## src/rtl/nm_c2n_tx_if.sv

```systemverilog
// Command-write and serial-output bundle for the nm_c2n_tx C2N serializer.
// The master drives writes and emulation controls. The slave returns the serial lines and the status.
interface nm_c2n_tx_if #(
    parameter int NUM_CH = 2,
    parameter int WORD_W = 32,
    parameter int CH_W   = (NUM_CH > 1) ? $clog2(NUM_CH) : 1
);
    logic              wr_en;
    logic [CH_W-1:0]   wr_ch;
    logic [WORD_W-1:0] wr_data;
    logic [NUM_CH-1:0] emulate;
    logic              ovf_clr;
    logic [NUM_CH-1:0] c2n_data;
    logic [NUM_CH-1:0] c2n_valid;
    logic [NUM_CH-1:0] fifo_full;
    logic [NUM_CH-1:0] fifo_empty;
    logic [NUM_CH-1:0] busy;
    logic              ovf_irq;

    modport master (
        output wr_en, wr_ch, wr_data, emulate, ovf_clr,
        input  c2n_data, c2n_valid, fifo_full, fifo_empty, busy, ovf_irq
    );

    modport slave (
        input  wr_en, wr_ch, wr_data, emulate, ovf_clr,
        output c2n_data, c2n_valid, fifo_full, fifo_empty, busy, ovf_irq
    );
endinterface

```

## src/rtl/nm_c2n_tx.sv

```systemverilog
// Multi-channel C2N command transmitter.
// Each channel has a per-channel word FIFO feeding an MSB-first serializer, and the serializer inserts an inter-word gap.
module nm_c2n_tx #(
    parameter int NUM_CH     = 2,
    parameter int WORD_W     = 32,
    parameter int FIFO_DEPTH = 4,
    parameter int BIT_DIV    = 4
) (
    input  logic       PCLK,
    input  logic       PRESETN,
    nm_c2n_tx_if.slave bus
);
    localparam int CH_W = (NUM_CH > 1) ? $clog2(NUM_CH) : 1;
    localparam int AW   = $clog2(FIFO_DEPTH);
    localparam int PW   = AW + 1;
    localparam int BW   = $clog2(WORD_W);
    localparam int HW   = (BIT_DIV > 1) ? $clog2(BIT_DIV) : 1;

    localparam logic [HW-1:0] HOLD_LAST = HW'(BIT_DIV - 1);
    localparam logic [BW-1:0] BIT_LAST  = BW'(WORD_W - 1);

    typedef enum logic [1:0] {
        ST_IDLE  = 2'd0,
        ST_SHIFT = 2'd1,
        ST_GAP   = 2'd2
    } state_e;

    state_e            state_q [NUM_CH];
    state_e            state_d [NUM_CH];
    logic [WORD_W-1:0] mem_q   [NUM_CH][FIFO_DEPTH];
    logic [WORD_W-1:0] mem_d   [NUM_CH][FIFO_DEPTH];
    logic [PW-1:0]     wp_q    [NUM_CH];
    logic [PW-1:0]     wp_d    [NUM_CH];
    logic [PW-1:0]     rp_q    [NUM_CH];
    logic [PW-1:0]     rp_d    [NUM_CH];
    logic [WORD_W-1:0] shreg_q [NUM_CH];
    logic [WORD_W-1:0] shreg_d [NUM_CH];
    logic [BW-1:0]     bit_q   [NUM_CH];
    logic [BW-1:0]     bit_d   [NUM_CH];
    logic [HW-1:0]     hold_q  [NUM_CH];
    logic [HW-1:0]     hold_d  [NUM_CH];

    logic [NUM_CH-1:0] valid_q, valid_d;
    logic [NUM_CH-1:0] data_q, data_d;
    logic [NUM_CH-1:0] busy_q, busy_d;
    logic [NUM_CH-1:0] full_q, full_d;
    logic [NUM_CH-1:0] empty_q, empty_d;
    logic [NUM_CH-1:0] ovf_q, ovf_d;
    logic              irq_q, irq_d;

    // Next-state logic: FIFO push/pop, overflow flags and the per-channel serializer FSM.
    always_comb begin
        logic              hit_s;
        logic              pop_s;
        logic [WORD_W-1:0] head_s;
        hit_s   = 1'b0;
        pop_s   = 1'b0;
        head_s  = {WORD_W{1'b0}};
        mem_d   = mem_q;
        wp_d    = wp_q;
        rp_d    = rp_q;
        state_d = state_q;
        shreg_d = shreg_q;
        bit_d   = bit_q;
        hold_d  = hold_q;
        valid_d = valid_q;
        data_d  = data_q;
        busy_d  = busy_q;
        full_d  = full_q;
        empty_d = empty_q;
        ovf_d   = ovf_q;
        for (int i = 0; i < NUM_CH; i++) begin
            // Out-of-range channel indices match no channel, so they are dropped silently.
            hit_s  = bus.wr_en && (bus.wr_ch == CH_W'(i));
            pop_s  = (state_q[i] == ST_IDLE) && !empty_q[i];
            head_s = mem_q[i][rp_q[i][AW-1:0]];

            if (hit_s && !full_q[i]) begin
                mem_d[i][wp_q[i][AW-1:0]] = bus.wr_data;
                wp_d[i] = wp_q[i] + PW'(1);
            end else begin
                wp_d[i] = wp_q[i];
            end

            if (pop_s) begin
                rp_d[i] = rp_q[i] + PW'(1);
            end else begin
                rp_d[i] = rp_q[i];
            end

            full_d[i]  = (wp_d[i][PW-1] != rp_d[i][PW-1]) && (wp_d[i][AW-1:0] == rp_d[i][AW-1:0]);
            empty_d[i] = (wp_d[i] == rp_d[i]);

            // A new overflow outranks a simultaneous clear.
            if (hit_s && full_q[i]) begin
                ovf_d[i] = 1'b1;
            end else if (bus.ovf_clr) begin
                ovf_d[i] = 1'b0;
            end else begin
                ovf_d[i] = ovf_q[i];
            end

            case (state_q[i])
                ST_IDLE: begin
                    if (pop_s) begin
                        state_d[i] = ST_SHIFT;
                        shreg_d[i] = head_s;
                        bit_d[i]   = BW'(0);
                        hold_d[i]  = HW'(0);
                        valid_d[i] = 1'b1;
                        data_d[i]  = head_s[WORD_W-1];
                    end else begin
                        valid_d[i] = 1'b0;
                        data_d[i]  = 1'b0;
                    end
                end
                ST_SHIFT: begin
                    if (hold_q[i] == HOLD_LAST) begin
                        hold_d[i] = HW'(0);
                        if (bit_q[i] == BIT_LAST) begin
                            state_d[i] = ST_GAP;
                            bit_d[i]   = BW'(0);
                            shreg_d[i] = {WORD_W{1'b0}};
                            valid_d[i] = 1'b0;
                            data_d[i]  = 1'b0;
                        end else begin
                            bit_d[i]   = bit_q[i] + BW'(1);
                            shreg_d[i] = shreg_q[i] << 1;
                            valid_d[i] = 1'b1;
                            data_d[i]  = shreg_q[i][WORD_W-2];
                        end
                    end else begin
                        hold_d[i] = hold_q[i] + HW'(1);
                    end
                end
                ST_GAP: begin
                    if (hold_q[i] == HOLD_LAST) begin
                        hold_d[i]  = HW'(0);
                        state_d[i] = ST_IDLE;
                    end else begin
                        hold_d[i] = hold_q[i] + HW'(1);
                    end
                end
                default: begin
                    state_d[i] = ST_IDLE;
                    valid_d[i] = 1'b0;
                    data_d[i]  = 1'b0;
                end
            endcase

            busy_d[i] = (state_d[i] != ST_IDLE);
        end
        irq_d = |ovf_d;
    end

    // State registers; reset aborts any word in flight and discards queued words.
    always_ff @(posedge PCLK or negedge PRESETN) begin
        if (!PRESETN) begin
            for (int i = 0; i < NUM_CH; i++) begin
                state_q[i] <= ST_IDLE;
                wp_q[i]    <= PW'(0);
                rp_q[i]    <= PW'(0);
                shreg_q[i] <= {WORD_W{1'b0}};
                bit_q[i]   <= BW'(0);
                hold_q[i]  <= HW'(0);
                for (int j = 0; j < FIFO_DEPTH; j++) begin
                    mem_q[i][j] <= {WORD_W{1'b0}};
                end
            end
            valid_q <= {NUM_CH{1'b0}};
            data_q  <= {NUM_CH{1'b0}};
            busy_q  <= {NUM_CH{1'b0}};
            full_q  <= {NUM_CH{1'b0}};
            empty_q <= {NUM_CH{1'b1}};
            ovf_q   <= {NUM_CH{1'b0}};
            irq_q   <= 1'b0;
        end else begin
            state_q <= state_d;
            mem_q   <= mem_d;
            wp_q    <= wp_d;
            rp_q    <= rp_d;
            shreg_q <= shreg_d;
            bit_q   <= bit_d;
            hold_q  <= hold_d;
            valid_q <= valid_d;
            data_q  <= data_d;
            busy_q  <= busy_d;
            full_q  <= full_d;
            empty_q <= empty_d;
            ovf_q   <= ovf_d;
            irq_q   <= irq_d;
        end
    end

    // Emulation only blanks the line; the channel keeps consuming words underneath.
    assign bus.c2n_data   = data_q & ~bus.emulate;
    assign bus.c2n_valid  = valid_q & ~bus.emulate;
    assign bus.fifo_full  = full_q;
    assign bus.fifo_empty = empty_q;
    assign bus.busy       = busy_q;
    assign bus.ovf_irq    = irq_q;
endmodule
```

## src/flat_wrapper.sv

```systemverilog
// flat-port wrapper written by rule: the top's interface ports become plain ports
module nm_c2n_tx_flat 
#(
    parameter int NUM_CH     = 2,
    parameter int WORD_W     = 32,
    parameter int FIFO_DEPTH = 4,
    parameter int BIT_DIV    = 4
)
  (PCLK, PRESETN, bus_wr_en, bus_wr_ch, bus_wr_data, bus_emulate, bus_ovf_clr, bus_c2n_data, bus_c2n_valid, bus_fifo_full, bus_fifo_empty, bus_busy, bus_ovf_irq);
  nm_c2n_tx_if #(.NUM_CH(NUM_CH), .WORD_W(WORD_W)) bus_i ();
  input  logic PCLK;
  input  logic PRESETN;
  input wire logic [$bits(bus_i.wr_en)-1:0] bus_wr_en;
  input wire logic [$bits(bus_i.wr_ch)-1:0] bus_wr_ch;
  input wire logic [$bits(bus_i.wr_data)-1:0] bus_wr_data;
  input wire logic [$bits(bus_i.emulate)-1:0] bus_emulate;
  input wire logic [$bits(bus_i.ovf_clr)-1:0] bus_ovf_clr;
  output wire logic [$bits(bus_i.c2n_data)-1:0] bus_c2n_data;
  output wire logic [$bits(bus_i.c2n_valid)-1:0] bus_c2n_valid;
  output wire logic [$bits(bus_i.fifo_full)-1:0] bus_fifo_full;
  output wire logic [$bits(bus_i.fifo_empty)-1:0] bus_fifo_empty;
  output wire logic [$bits(bus_i.busy)-1:0] bus_busy;
  output wire logic [$bits(bus_i.ovf_irq)-1:0] bus_ovf_irq;
  assign bus_i.wr_en = bus_wr_en;
  assign bus_i.wr_ch = bus_wr_ch;
  assign bus_i.wr_data = bus_wr_data;
  assign bus_i.emulate = bus_emulate;
  assign bus_i.ovf_clr = bus_ovf_clr;
  assign bus_c2n_data = bus_i.c2n_data;
  assign bus_c2n_valid = bus_i.c2n_valid;
  assign bus_fifo_full = bus_i.fifo_full;
  assign bus_fifo_empty = bus_i.fifo_empty;
  assign bus_busy = bus_i.busy;
  assign bus_ovf_irq = bus_i.ovf_irq;
  nm_c2n_tx #(.NUM_CH(NUM_CH), .WORD_W(WORD_W), .FIFO_DEPTH(FIFO_DEPTH), .BIT_DIV(BIT_DIV)) u_core (.PCLK(PCLK), .PRESETN(PRESETN), .bus(bus_i));
endmodule
```

## config.mk

```make
export PLATFORM = sky130hd
export DESIGN_NAME = nm_c2n_tx_flat
export DESIGN_NICKNAME = d
export VERILOG_FILES = /design/src/rtl/nm_c2n_tx_if.sv /design/src/rtl/nm_c2n_tx.sv /design/src/flat_wrapper.sv
export SDC_FILE = /design/constraint.sdc
export NUM_CORES = 1
export LEC_CHECK = 0
export ABC_AREA = 1
export CORE_UTILIZATION = 35
export DETAILED_ROUTE_END_ITERATION = 7
export GPL_TIMING_DRIVEN = 0
export PLACE_DENSITY = 0.62
export SYNTH_ARGS = -nofsm -noshare
export SYNTH_HDL_FRONTEND = slang
export SYNTH_SLANG_ARGS = --single-unit
```

## constraint.sdc

```tcl
create_clock -name PCLK -period 5.7 [get_ports PCLK]
set_clock_uncertainty 0.15 [all_clocks]
set_input_delay 0.57 -clock PCLK [delete_from_list [all_inputs] [get_ports PCLK]]
set_output_delay 0.57 -clock PCLK [all_outputs]
set_load 0.005 [all_outputs]
```

==> impl_metrics.csv <==
group,metric,value,unit
drt,ant_nets,0,
setup_path,crit_path_end,"bus_fifo_empty[0]",
logic_synthesis,synth_seq_area_share,55.77,%
setup_path,cpPeakStageDelay,590,ps
setup_path,worstPathCellList,"clkdlybuf4s50_1",
clocking,clock_path_buffers,3,
grt,top_usage_layer,"met2",
drt,drc,0,
die,dieArea,47160,um^2
clocking,cts-resized-gates,0,
logic_synthesis,syn_area,16200,um^2
grt,antenna_found_initial,0,
grt,overflow,0,
die,core.rowCount,78,
drt,wl,45350,um
setup_path,r2r_start,"u_core.rp_q[3]",
logic_synthesis,syn_area_per_cell,8.505,um^2
clocking,holdBufCountCts,1,
pwr,p_per_area,438.1,nW/um^2
pwr,p_leak,8.904,nW
sta,tightest_slew,875.7,ps
clocking,htree_levels,2,
sta,setup_ws,3333,ps
sta,finalHoldViolCount,0,
logic_synthesis,ys_ff_latch,361,
logic_synthesis,async_reset_ff_share,100.0,%
clocking,cts_buffers,40,
setup_path,critPathLaunch,"u_core.bus.fifo_empty[0]",
setup_path,r2r_setup_slack,3450,ps
drt,drt_iter0_markers,1381,
clocking,cts_root_buf,"clkbuf_16",
setup_path,r2r_end,"u_core.shreg_q[38]",
sta,fmax,0.4225,GHz
logic_synthesis,synth_enable_flop_cells,0,
logic_synthesis,synthFlopType,"dfrtp_1",
drt,first_pass_iters,5,
sta,rsz0062_at_grt,"false",
sta,relSlewSlack,41.62,%
finish,syn2layout_area_growth,16.55,%
clocking,clk-insertion-delay-late,540,ps
setup_path,cp-start-kind,"flop",
sta,fin_crit_sh,41.52,%
drt,via_per_inst,5.132,
logic_synthesis,yosysTopAreaCell,"dfrtp_1",
setup_path,worstSetupPathDepth,1,
setup_path,critPathKind,"reg -> out",
logic_synthesis,netlist_top_cells_area,"dfrtp_1 (55%), o21ai_0 (12%), nand2_1 (12%), nor2_1 (3.8%), nand3_1 (2.8%)",
grt,grt_first_pass_wirelength,72600,um
clocking,postCtsSetupBuffers,0,
sta,slew_violations,0,
clocking,clock-sinks,361,
logic_synthesis,synth_nets,1968,
logic_synthesis,yosysMostFrequentCell,"nand2_1",
setup_path,r2r_cells,7,
grt,grtUsageTotal,19.49,%
clocking,cts_tree,"yes",
job,maxCapViolCount,0,
finish,fin_nets,2063,
place,place_congestion,0.8565,
place,dp_hpwl,31990,um
place,dp_slack,3093,ps
finish,diodes,0,
sta,period_needed,2367,ps
clocking,clk_pin_slew,60,ps
logic_synthesis,synth_cell_types,35,
place,dpl_cell_area,17530,um^2
sta,hold_ws,330.1,ps
finish,multi_input_area,6223,um^2
die,core,45480,um^2
sta,setup_violations,0,
drt,wire_per_inst,17.24,um
logic_synthesis,ys_warn_count,0,
setup_path,cp_top_family,"flip-flops",
setup_path,worst-path-buf-inv,1,
die,die_y,217.2,um
setup_path,required,4980,ps
min_path,hp-class,"reg -> reg",
logic_synthesis,netlist.area_leader.share,55.45,%
pwr,power,8.273,mW
drt,via_count,13498,
setup_path,critPathArrivalTime,1650,ps
finish,register_area,9036,um^2
finish,drive_gt1_share,7.783,%
pwr,peakVddDrop,204.9,uV
setup_path,cp-end-kind,"output port",
grt,met3_usage,2.516,%
logic_synthesis,ys_top_cells_by_count,"nand2_1 (507), o21ai_0 (399), dfrtp_1 (359)",
place,port_buffers,49,
setup_path,slowest_stage,"dfstp_2",
finish,postLayoutCellArea,18880,um^2
grt,grt_pass1_vias,13276,
die,chipWidth,217.2,um
grt,grt_start_max_net_pins,110,
setup_path,worstPathMaxFanout,4,
die,io_pins,50,
grt,grt_use_met1,25.85,%
die,start_util,35.63,%
finish,fillCellCount,4561,
logic_synthesis,postSynthCellCount,1905,
run_status,outcome,"finished clean",
grt,met2_usage,32.51,%
==> registers in the layout (all words and copies together) (netlist names), 2 cells and up <==
register,count
u_core.bit_q,10
u_core.bus.busy,2
u_core.bus.fifo_empty,2
u_core.bus.fifo_full,2
u_core.data_q,2
u_core.hold_q,4
u_core.mem_q,256
u_core.ovf_q,2
u_core.rp_q,6
u_core.shreg_q,62
u_core.state_q,4
u_core.valid_q,2
u_core.wp_q,6
==> cell usage in the layout, fill, tap and decap left out, types with 3 or more instances in the layout <==
master / n
xnor2_1: 3
clkinv_2: 7
buf_6: 6
or2_2: 3
ha_1: 24
buf_2: 48
nand2_1: 507
nand2_2: 5
inv_2: 5
clkdlybuf4s50_1: 48
clkbuf_16: 41
nor2_4: 4
dfrtp_1: 359
buf_16: 3
o22ai_1: 45
a21boi_0: 6
nand3_1: 92
a21boi_1: 11
o21ai_0: 399
buf_1: 3
nor3_1: 3
nand2_4: 7
bufinv_16: 3
clkbuf_1: 57
clkbuf_8: 10
nor2_1: 162
o21ai_1: 20
inv_1: 102
a21oi_1: 26
==> through the flow <==
stage               std cells  utilization, %  TNS [ps]
floorplan                1905               -         0
global placement         2554           38.35  -4221550
detailed placement       2557           38.55         0
CTS                      2630           41.52         0
global route             2630           41.52         0
finish                   2630           41.52         0
==> worst min path at each step <==
stage | from | endpoint | slack, ps | cells after the start
finish | u_core.mem_q[64] | u_core.mem_q[64] | 330 | 2
global route | u_core.mem_q[43] | u_core.mem_q[43] | 340 | 2
CTS | u_core.mem_q[34] | u_core.mem_q[34] | 330 | 2
detailed placement | u_core.mem_q[213] | u_core.mem_q[213] | 320 | 2
global placement | u_core.mem_q[50] | u_core.mem_q[50] | 310 | 2
floorplan | PRESETN | u_core.bit_q[0] | 120 | 0
==> layout make-up <==
class,instances,share of cell area [%]
Timing Repair Buffer,53,3.114
Multi-Input combinational cell,1327,32.96
Tap cell,600,3.976
Buffer,108,2.783
Clock buffer,59,6.321
Inverter,109,2.206
Clock inverter,13,0.7885
Sequential cell,361,47.85
==> metal layers <==
layer | wire [um] | part of all wire, %
met5 | 0 | 0
met4 | 1386 | 3.1
met3 | 2191 | 4.8
met2 | 21820 | 48
met1 | 19960 | 44
==> kinds of logic after synthesis <==
| kind of cell | Yosys count | synth area share, % |
|---|---|---|
| AO/OA/AOI/OAI | 511 | 16.46 |
| adder cells (fa/ha/maj) | 24 | 1.853 |
| buffers and inverters | 217 | 5.815 |
| AND/OR/NAND/NOR | 789 | 19.93 |
| flip-flops | 361 | 55.77 |
| XOR/XNOR | 3 | 0.1622 |
==> power breakdown <==
group	switching [mW]	leakage (nW)	internal [mW]
clock network	1.05	0.661	1.59
logic	1.02	3.64	0.672
registers	0.492	4.60	3.45
total	2.56	8.90	5.71
(Power assumes the default switching activity.)
